--- src/rtl/ctrl_sumres4_pkg.sv ---
// Shared state encoding, opcode and mode constants for the ctrl_sumres4 add/subtract engine.
// Also holds the registered result bundle type and the signed-overflow helper.
package ctrl_sumres4_pkg;

    localparam logic [2:0] IDLE = 3'd0;
    localparam logic [2:0] CPL  = 3'd1;
    localparam logic [2:0] SUM  = 3'd2;
    localparam logic [2:0] EAC  = 3'd3;
    localparam logic [2:0] DONE = 3'd4;

    localparam logic OP_ADD = 1'b0;
    localparam logic OP_SUB = 1'b1;

    localparam int MODE_TWOS = 0;
    localparam int MODE_ONES = 1;

    typedef struct packed {
        logic [3:0] result;
        logic       cout;
        logic       ovf;
        logic       zero;
    } res_t;

    // Same-sign operands producing a differently-signed result means overflow.
    function automatic logic ovf_calc(input logic [3:0] a, input logic [3:0] bc, input logic [3:0] s);
        return (a[3] == bc[3]) && (s[3] != a[3]);
    endfunction

endpackage

--- src/rtl/ctrl_sumres4_if.sv ---
// Request/response bundle between the front end (master) and the ctrl_sumres4 engine (slave).
// Request side is valid/ready, response side is valid/ready with result and flags.
interface ctrl_sumres4_if;
    logic       in_valid;
    logic       in_ready;
    logic [3:0] a;
    logic [3:0] b;
    logic       op;
    logic       out_valid;
    logic       out_ready;
    logic [3:0] result;
    logic       cout;
    logic       ovf;
    logic       zero;

    modport slave (
        input  in_valid, a, b, op, out_ready,
        output in_ready, out_valid, result, cout, ovf, zero
    );

    modport master (
        output in_valid, a, b, op, out_ready,
        input  in_ready, out_valid, result, cout, ovf, zero
    );
endinterface

--- src/rtl/ctrl_sumres4_compl1.sv ---
// compl1: 4-bit conditional ones' complement, Outp = cpl ? ~Inp : Inp.
// Latency: combinational. Backpressure: none.
// Pure datapath cell; the surrounding controller sequences it.
module compl1 (
    input  logic [3:0] Inp,
    input  logic       cpl,
    output logic [3:0] Outp
);
    assign Outp = cpl ? ~Inp : Inp;
endmodule

--- src/rtl/ctrl_sumres4.sv ---
// Handshaked 4-bit add/subtract engine built around compl1 and an inline adder.
// Latency: out_valid 3 edges after accept (4 when end-around carry is taken); one op per >=4 cycles.
// Backpressure: in_ready only in IDLE; result held in DONE until out_ready, no same-cycle re-accept.
module ctrl_sumres4
    import ctrl_sumres4_pkg::*;
#(
    parameter int ONES = MODE_TWOS
) (
    input  logic           clk,
    input  logic           reset_n,
    ctrl_sumres4_if.slave  bus,
    output logic           busy,
    output logic [7:0]     ops_count
);

    localparam logic ONES_MODE = (ONES != MODE_TWOS);

    logic [2:0] state;
    logic [3:0] a_reg;
    logic [3:0] b_reg;
    logic [3:0] bc;
    logic       op_reg;
    logic [3:0] cpl_out;
    logic [4:0] sum5;
    logic [3:0] inc;
    logic       cin;
    res_t       res_q;

    compl1 u_compl1 (
        .Inp  (b_reg),
        .cpl  (op_reg),
        .Outp (cpl_out)
    );

    // Two's complement folds the +1 of negation into carry-in; ones' mode uses end-around carry instead.
    assign cin  = ONES_MODE ? 1'b0 : (op_reg == OP_SUB);
    assign sum5 = {1'b0, a_reg} + {1'b0, bc} + {4'b0000, cin};
    assign inc  = res_q.result + 4'd1;

    function automatic logic is_zero(input logic [3:0] r);
        return (r == 4'b0000) || (ONES_MODE && (r == 4'b1111));
    endfunction

    always_ff @(posedge clk or negedge reset_n) begin
        if (!reset_n) begin
            state     <= IDLE;
            a_reg     <= '0;
            b_reg     <= '0;
            bc        <= '0;
            op_reg    <= 1'b0;
            res_q     <= '0;
            ops_count <= '0;
        end else begin
            case (state)
                IDLE: begin
                    if (bus.in_valid) begin
                        a_reg  <= bus.a;
                        b_reg  <= bus.b;
                        op_reg <= bus.op;
                        state  <= CPL;
                    end
                end
                CPL: begin
                    bc    <= cpl_out;
                    state <= SUM;
                end
                SUM: begin
                    res_q.result <= sum5[3:0];
                    res_q.cout   <= sum5[4];
                    res_q.ovf    <= ovf_calc(a_reg, bc, sum5[3:0]);
                    res_q.zero   <= is_zero(sum5[3:0]);
                    state        <= (ONES_MODE && sum5[4]) ? EAC : DONE;
                end
                EAC: begin
                    res_q.result <= inc;
                    res_q.ovf    <= ovf_calc(a_reg, bc, inc);
                    res_q.zero   <= is_zero(inc);
                    state        <= DONE;
                end
                DONE: begin
                    if (bus.out_ready) begin
                        state <= IDLE;
                        if (ops_count != 8'hFF) begin
                            ops_count <= ops_count + 8'd1;
                        end
                    end
                end
                default: state <= IDLE;
            endcase
        end
    end

    assign bus.in_ready  = (state == IDLE);
    assign bus.out_valid = (state == DONE);
    assign bus.result    = res_q.result;
    assign bus.cout      = res_q.cout;
    assign bus.ovf       = res_q.ovf;
    assign bus.zero      = res_q.zero;
    assign busy          = (state != IDLE);

endmodule

--- src/flat_wrapper.sv ---
// flat-port wrapper written by rule: the top's interface ports become plain ports
module ctrl_sumres4_flat import ctrl_sumres4_pkg::*;
#(
    parameter int ONES = MODE_TWOS
)
  (clk, reset_n, busy, ops_count, bus_in_valid, bus_a, bus_b, bus_op, bus_out_ready, bus_in_ready, bus_out_valid, bus_result, bus_cout, bus_ovf, bus_zero);
  ctrl_sumres4_if bus_i ();
  input  logic clk;
  input  logic reset_n;
  output logic busy;
  output logic [7:0] ops_count;
  input wire logic [$bits(bus_i.in_valid)-1:0] bus_in_valid;
  input wire logic [$bits(bus_i.a)-1:0] bus_a;
  input wire logic [$bits(bus_i.b)-1:0] bus_b;
  input wire logic [$bits(bus_i.op)-1:0] bus_op;
  input wire logic [$bits(bus_i.out_ready)-1:0] bus_out_ready;
  output wire logic [$bits(bus_i.in_ready)-1:0] bus_in_ready;
  output wire logic [$bits(bus_i.out_valid)-1:0] bus_out_valid;
  output wire logic [$bits(bus_i.result)-1:0] bus_result;
  output wire logic [$bits(bus_i.cout)-1:0] bus_cout;
  output wire logic [$bits(bus_i.ovf)-1:0] bus_ovf;
  output wire logic [$bits(bus_i.zero)-1:0] bus_zero;
  assign bus_i.in_valid = bus_in_valid;
  assign bus_i.a = bus_a;
  assign bus_i.b = bus_b;
  assign bus_i.op = bus_op;
  assign bus_i.out_ready = bus_out_ready;
  assign bus_in_ready = bus_i.in_ready;
  assign bus_out_valid = bus_i.out_valid;
  assign bus_result = bus_i.result;
  assign bus_cout = bus_i.cout;
  assign bus_ovf = bus_i.ovf;
  assign bus_zero = bus_i.zero;
  ctrl_sumres4 #(.ONES(ONES)) u_core (.clk(clk), .reset_n(reset_n), .bus(bus_i), .busy(busy), .ops_count(ops_count));
endmodule
--- config.mk ---
export PLATFORM = sky130hd
export DESIGN_NAME = ctrl_sumres4_flat
export DESIGN_NICKNAME = d
export VERILOG_FILES = /design/src/rtl/ctrl_sumres4_pkg.sv /design/src/rtl/ctrl_sumres4_if.sv /design/src/rtl/ctrl_sumres4_compl1.sv /design/src/rtl/ctrl_sumres4.sv /design/src/flat_wrapper.sv
export SDC_FILE = /design/constraint.sdc
export NUM_CORES = 1
export LEC_CHECK = 0
export ABC_AREA = 0
export ABC_CLOCK_PERIOD_IN_PS = 4600
export CORE_ASPECT_RATIO = 0.75
export CORE_UTILIZATION = 55
export DETAILED_ROUTE_END_ITERATION = 10
export PLACE_DENSITY_LB_ADDON = 0.1
export SKIP_LAST_GASP = 1
export SLEW_MARGIN = 10
export SYNTH_ARGS = -nofsm -noshare
export SYNTH_HDL_FRONTEND = slang
export SYNTH_SLANG_ARGS = --single-unit
export TNS_END_PERCENT = 30
--- constraint.sdc ---
create_clock -name clk -period 4.6 [get_ports clk]
set_input_delay 1.15 -clock clk [delete_from_list [all_inputs] [get_ports clk]]
set_output_delay 1.15 -clock clk [all_outputs]
set_load 0.005 [all_outputs]
==> impl_metrics.toml <==
[status]
outcome = "completed"

[power]
combPwrFrac = 0.471
p_sw_frac = 0.364
power.internal_w = 0.000941
p_clk_frac = 0.186
p_leak_nw = 0.901
seqPwrFrac = 0.343
vdd_drop_max_uv = 396
power_density_mw_per_mm2 = 723
p_sw_w = 0.000538

[floorplanning]
boundaryPins = 31
num_rows = 16
die_w_um = 64.6
die_area_sq_mm = 0.00316
initial_utilization = 0.598
core_sq_mm = 0.00270
die_h_um = 49.0

[detailed_routing]
via_count = 1208
viasPerCell = 5.52
ant_nets = 0
drc_errors = 0
dr.pass1.iters = 4
wl_per_cell_um = 15.0
wl_um = 3280
drtIter0Drc = 77

[worst_setup_path]
cp.required_ps = 3450
start_kind = "register"
cpPeakStageDelay_ps = 540
r2r_cells = 7
crit_type = "reg2out"
r2r-start = "u_core.cin"
end_kind = "output port"
ff2ff_setup_slack_ps = 2320
r2r_end = "u_core.bus.zero"
slowest_stage = "dfrtp_1"
arrival_ps = 1830
crit_fanout = 17
crit_chain = "or3_4, inv_2, clkdlybuf4s50_1"

[clock_tree]
ctsResizeCount = 0
clockBufferDepth = 2
cts_tree = "built"
cts_made_buffers = 5
cts-hold-fix-buffers = 0
cts-htree-levels = 2
cts_setup_buffers = 0
clock_sinks = 31
ctsRootBufferMaster = "clkbuf_8"
clk-insertion-delay-late_ps = 280
cts.clk_slew.worst_paths_ps = 70

[synth]
netlist_area_sq_mm = 0.00162
yosysWarningCount = 0
ys_ff_latch = 31
syn-instance-count = 150
avgSynthCellArea_sq_um = 10.8
synth_cell_types = 40
synth-seq-area-share = 0.480
synth-main-ff-cell = "dfrtp_1"
synth_nets = 170
synth_edf_count = 0
synth-async-reset-ratio = 1.00

[cells_and_area]
fin_nets = 202
largest-register = "u_core.ops_count"
syn_to_final_growth_pct = 26.6
diodes = 0
layout-drive-gt1-share = 0.120
largest_reg_flops = 8
regArea_sq_um = 776
fillers = 191
multi_input_area_sq_um = 771

[timing]
max_freq_mhz = 336
worst-slew-pin-transition_ps = 605
finalClockSkew_ps = 3.78
tns_ps = 0
grt_setup_unrepaired = "false"
layout_setup_ws_ps = 1620
setup_violations = 0
finalCritPeriodShare = 0.647
relSlewSlack = 0.596
drv_slew = 0
finalHoldViolations = 0
period_needed_ps = 2980

[min_path]
min_delay_worst_endpoint = "u_core.bus.cout"
hold_path_class = "reg2reg"
worstHoldStart = "u_core.bus.cout"
holdPathStages = 2

[place]
port_buffers = 30
gp_congestion = 0.762
dp_hpwl_um = 2370
pre_cts_ws_ps = 1940

[grt]
antenna_found_initial = 0
grt_pass1_wl_um = 5440
grt_pass1_vias = 1251
grt_max_degree = 32
grtUsageTotal = 0.232
grt_remaining_overflow = 0

[job]
cap_violations = 0
-- routing by layer --
layer / wire length, um / up-vias / GRT usage
met5: 0 / - / 0
met4: 44 / 0 / 0.0889
met3: 116 / 5 / 0.0701
met2: 1610 / 31 / 0.377
met1: 1510 / 583 / 0.290
li1: - / 589 / -
-- layout by cell type (no fill, tap or decap), types with 6 or more instances in the layout --
cell type,n
a21oi_1,9
clkbuf_8,6
clkdlybuf4s50_1,30
dfrtp_1,31
inv_1,7
nand2_1,12
nor2_1,7
o21ai_0,10
xnor2_1,8
-- per-stage QoR --
step | area, sq um | std cells | util | power [W] | hold WS, ps
6_report | 2050 | 219 | 0.757 | 0.00148 | 482
5_1_grt | 2050 | 219 | 0.757 | 0.00158 | 503
4_1_cts | 2050 | 219 | 0.757 | 0.00148 | 488
3_5_place_dp | 1930 | 211 | 0.714 | 0.00120 | 473
3_3_place_gp | 1930 | 211 | 0.714 | 0.00116 | 467
2_1_floorplan | 1620 | 150 | - | 0.000969 | 473
-- kinds of logic after synthesis --
family	synth area share
fa+ha+maj	0.0635
xor+xnor	0.0704
simple gates	0.165
flops	0.480
mux	0.0689
buf+inv	0.0433
compound gates	0.109
-- cells in the mapped netlist (2+ instances only) --
cell type | instances | share of area
mux2_2 | 5 | 0.035
a21o_1 | 2 | 0.0093
nand2b_1 | 2 | 0.0077
xor2_1 | 5 | 0.027
a31oi_1 | 2 | 0.0077
o21ai_0 | 10 | 0.031
nand4_1 | 2 | 0.0077
dfrtp_1 | 31 | 0.48
nor2b_1 | 2 | 0.0077
clkbuf_1 | 4 | 0.0093
ha_1 | 5 | 0.039
nor2_1 | 7 | 0.016
o211ai_1 | 2 | 0.0093
mux2_4 | 3 | 0.028
xnor2_1 | 8 | 0.043
fa_1 | 2 | 0.025
and3_1 | 4 | 0.015
nor3b_1 | 2 | 0.0093
nand4b_1 | 2 | 0.011
inv_1 | 7 | 0.016
a21oi_1 | 9 | 0.028
nand3_1 | 5 | 0.015
nand2_1 | 12 | 0.028
-- area by class of cell --
class,instances,share of cell area
clock buffers,6,0.0403
clock inverters,2,0.0171
inverters,8,0.0147
multi-input cells,105,0.377
flip-flops and latches,31,0.379
well taps,36,0.0220
repair buffers,31,0.150
-- worst max-delay path: cells and delay by family (launching register included) --
family	cells	cell delay, ps
buf+inv	2	550
flops	1	540
simple gates	1	460
-- power by group through the flow --
stage                     clock network (W)  registers, W  logic [W]
after floorplan                           0      0.000472   0.000497
after global placement                    0      0.000499   0.000665
after detailed placement                  0      0.000507   0.000697
after CTS                          0.000276      0.000504   0.000702
after global routing               0.000290      0.000525   0.000764
final                              0.000275      0.000507   0.000697
-- worst max-delay path by stage --
stage | to | start | cells after the start | slack (ps)
detailed placement | bus_in_ready | u_core.state[0] | 3 | 1940
finish | bus_in_ready | u_core.state[0] | 3 | 1620
CTS | bus_in_ready | u_core.state[0] | 3 | 1630
global route | bus_in_ready | u_core.state[0] | 3 | 1510
global placement | bus_in_ready | u_core.state[0] | 3 | 1960
floorplan | u_core.bus.zero | u_core.cin | 8 | 2490
No activity file was read; power rests on OpenSTA's default activity.
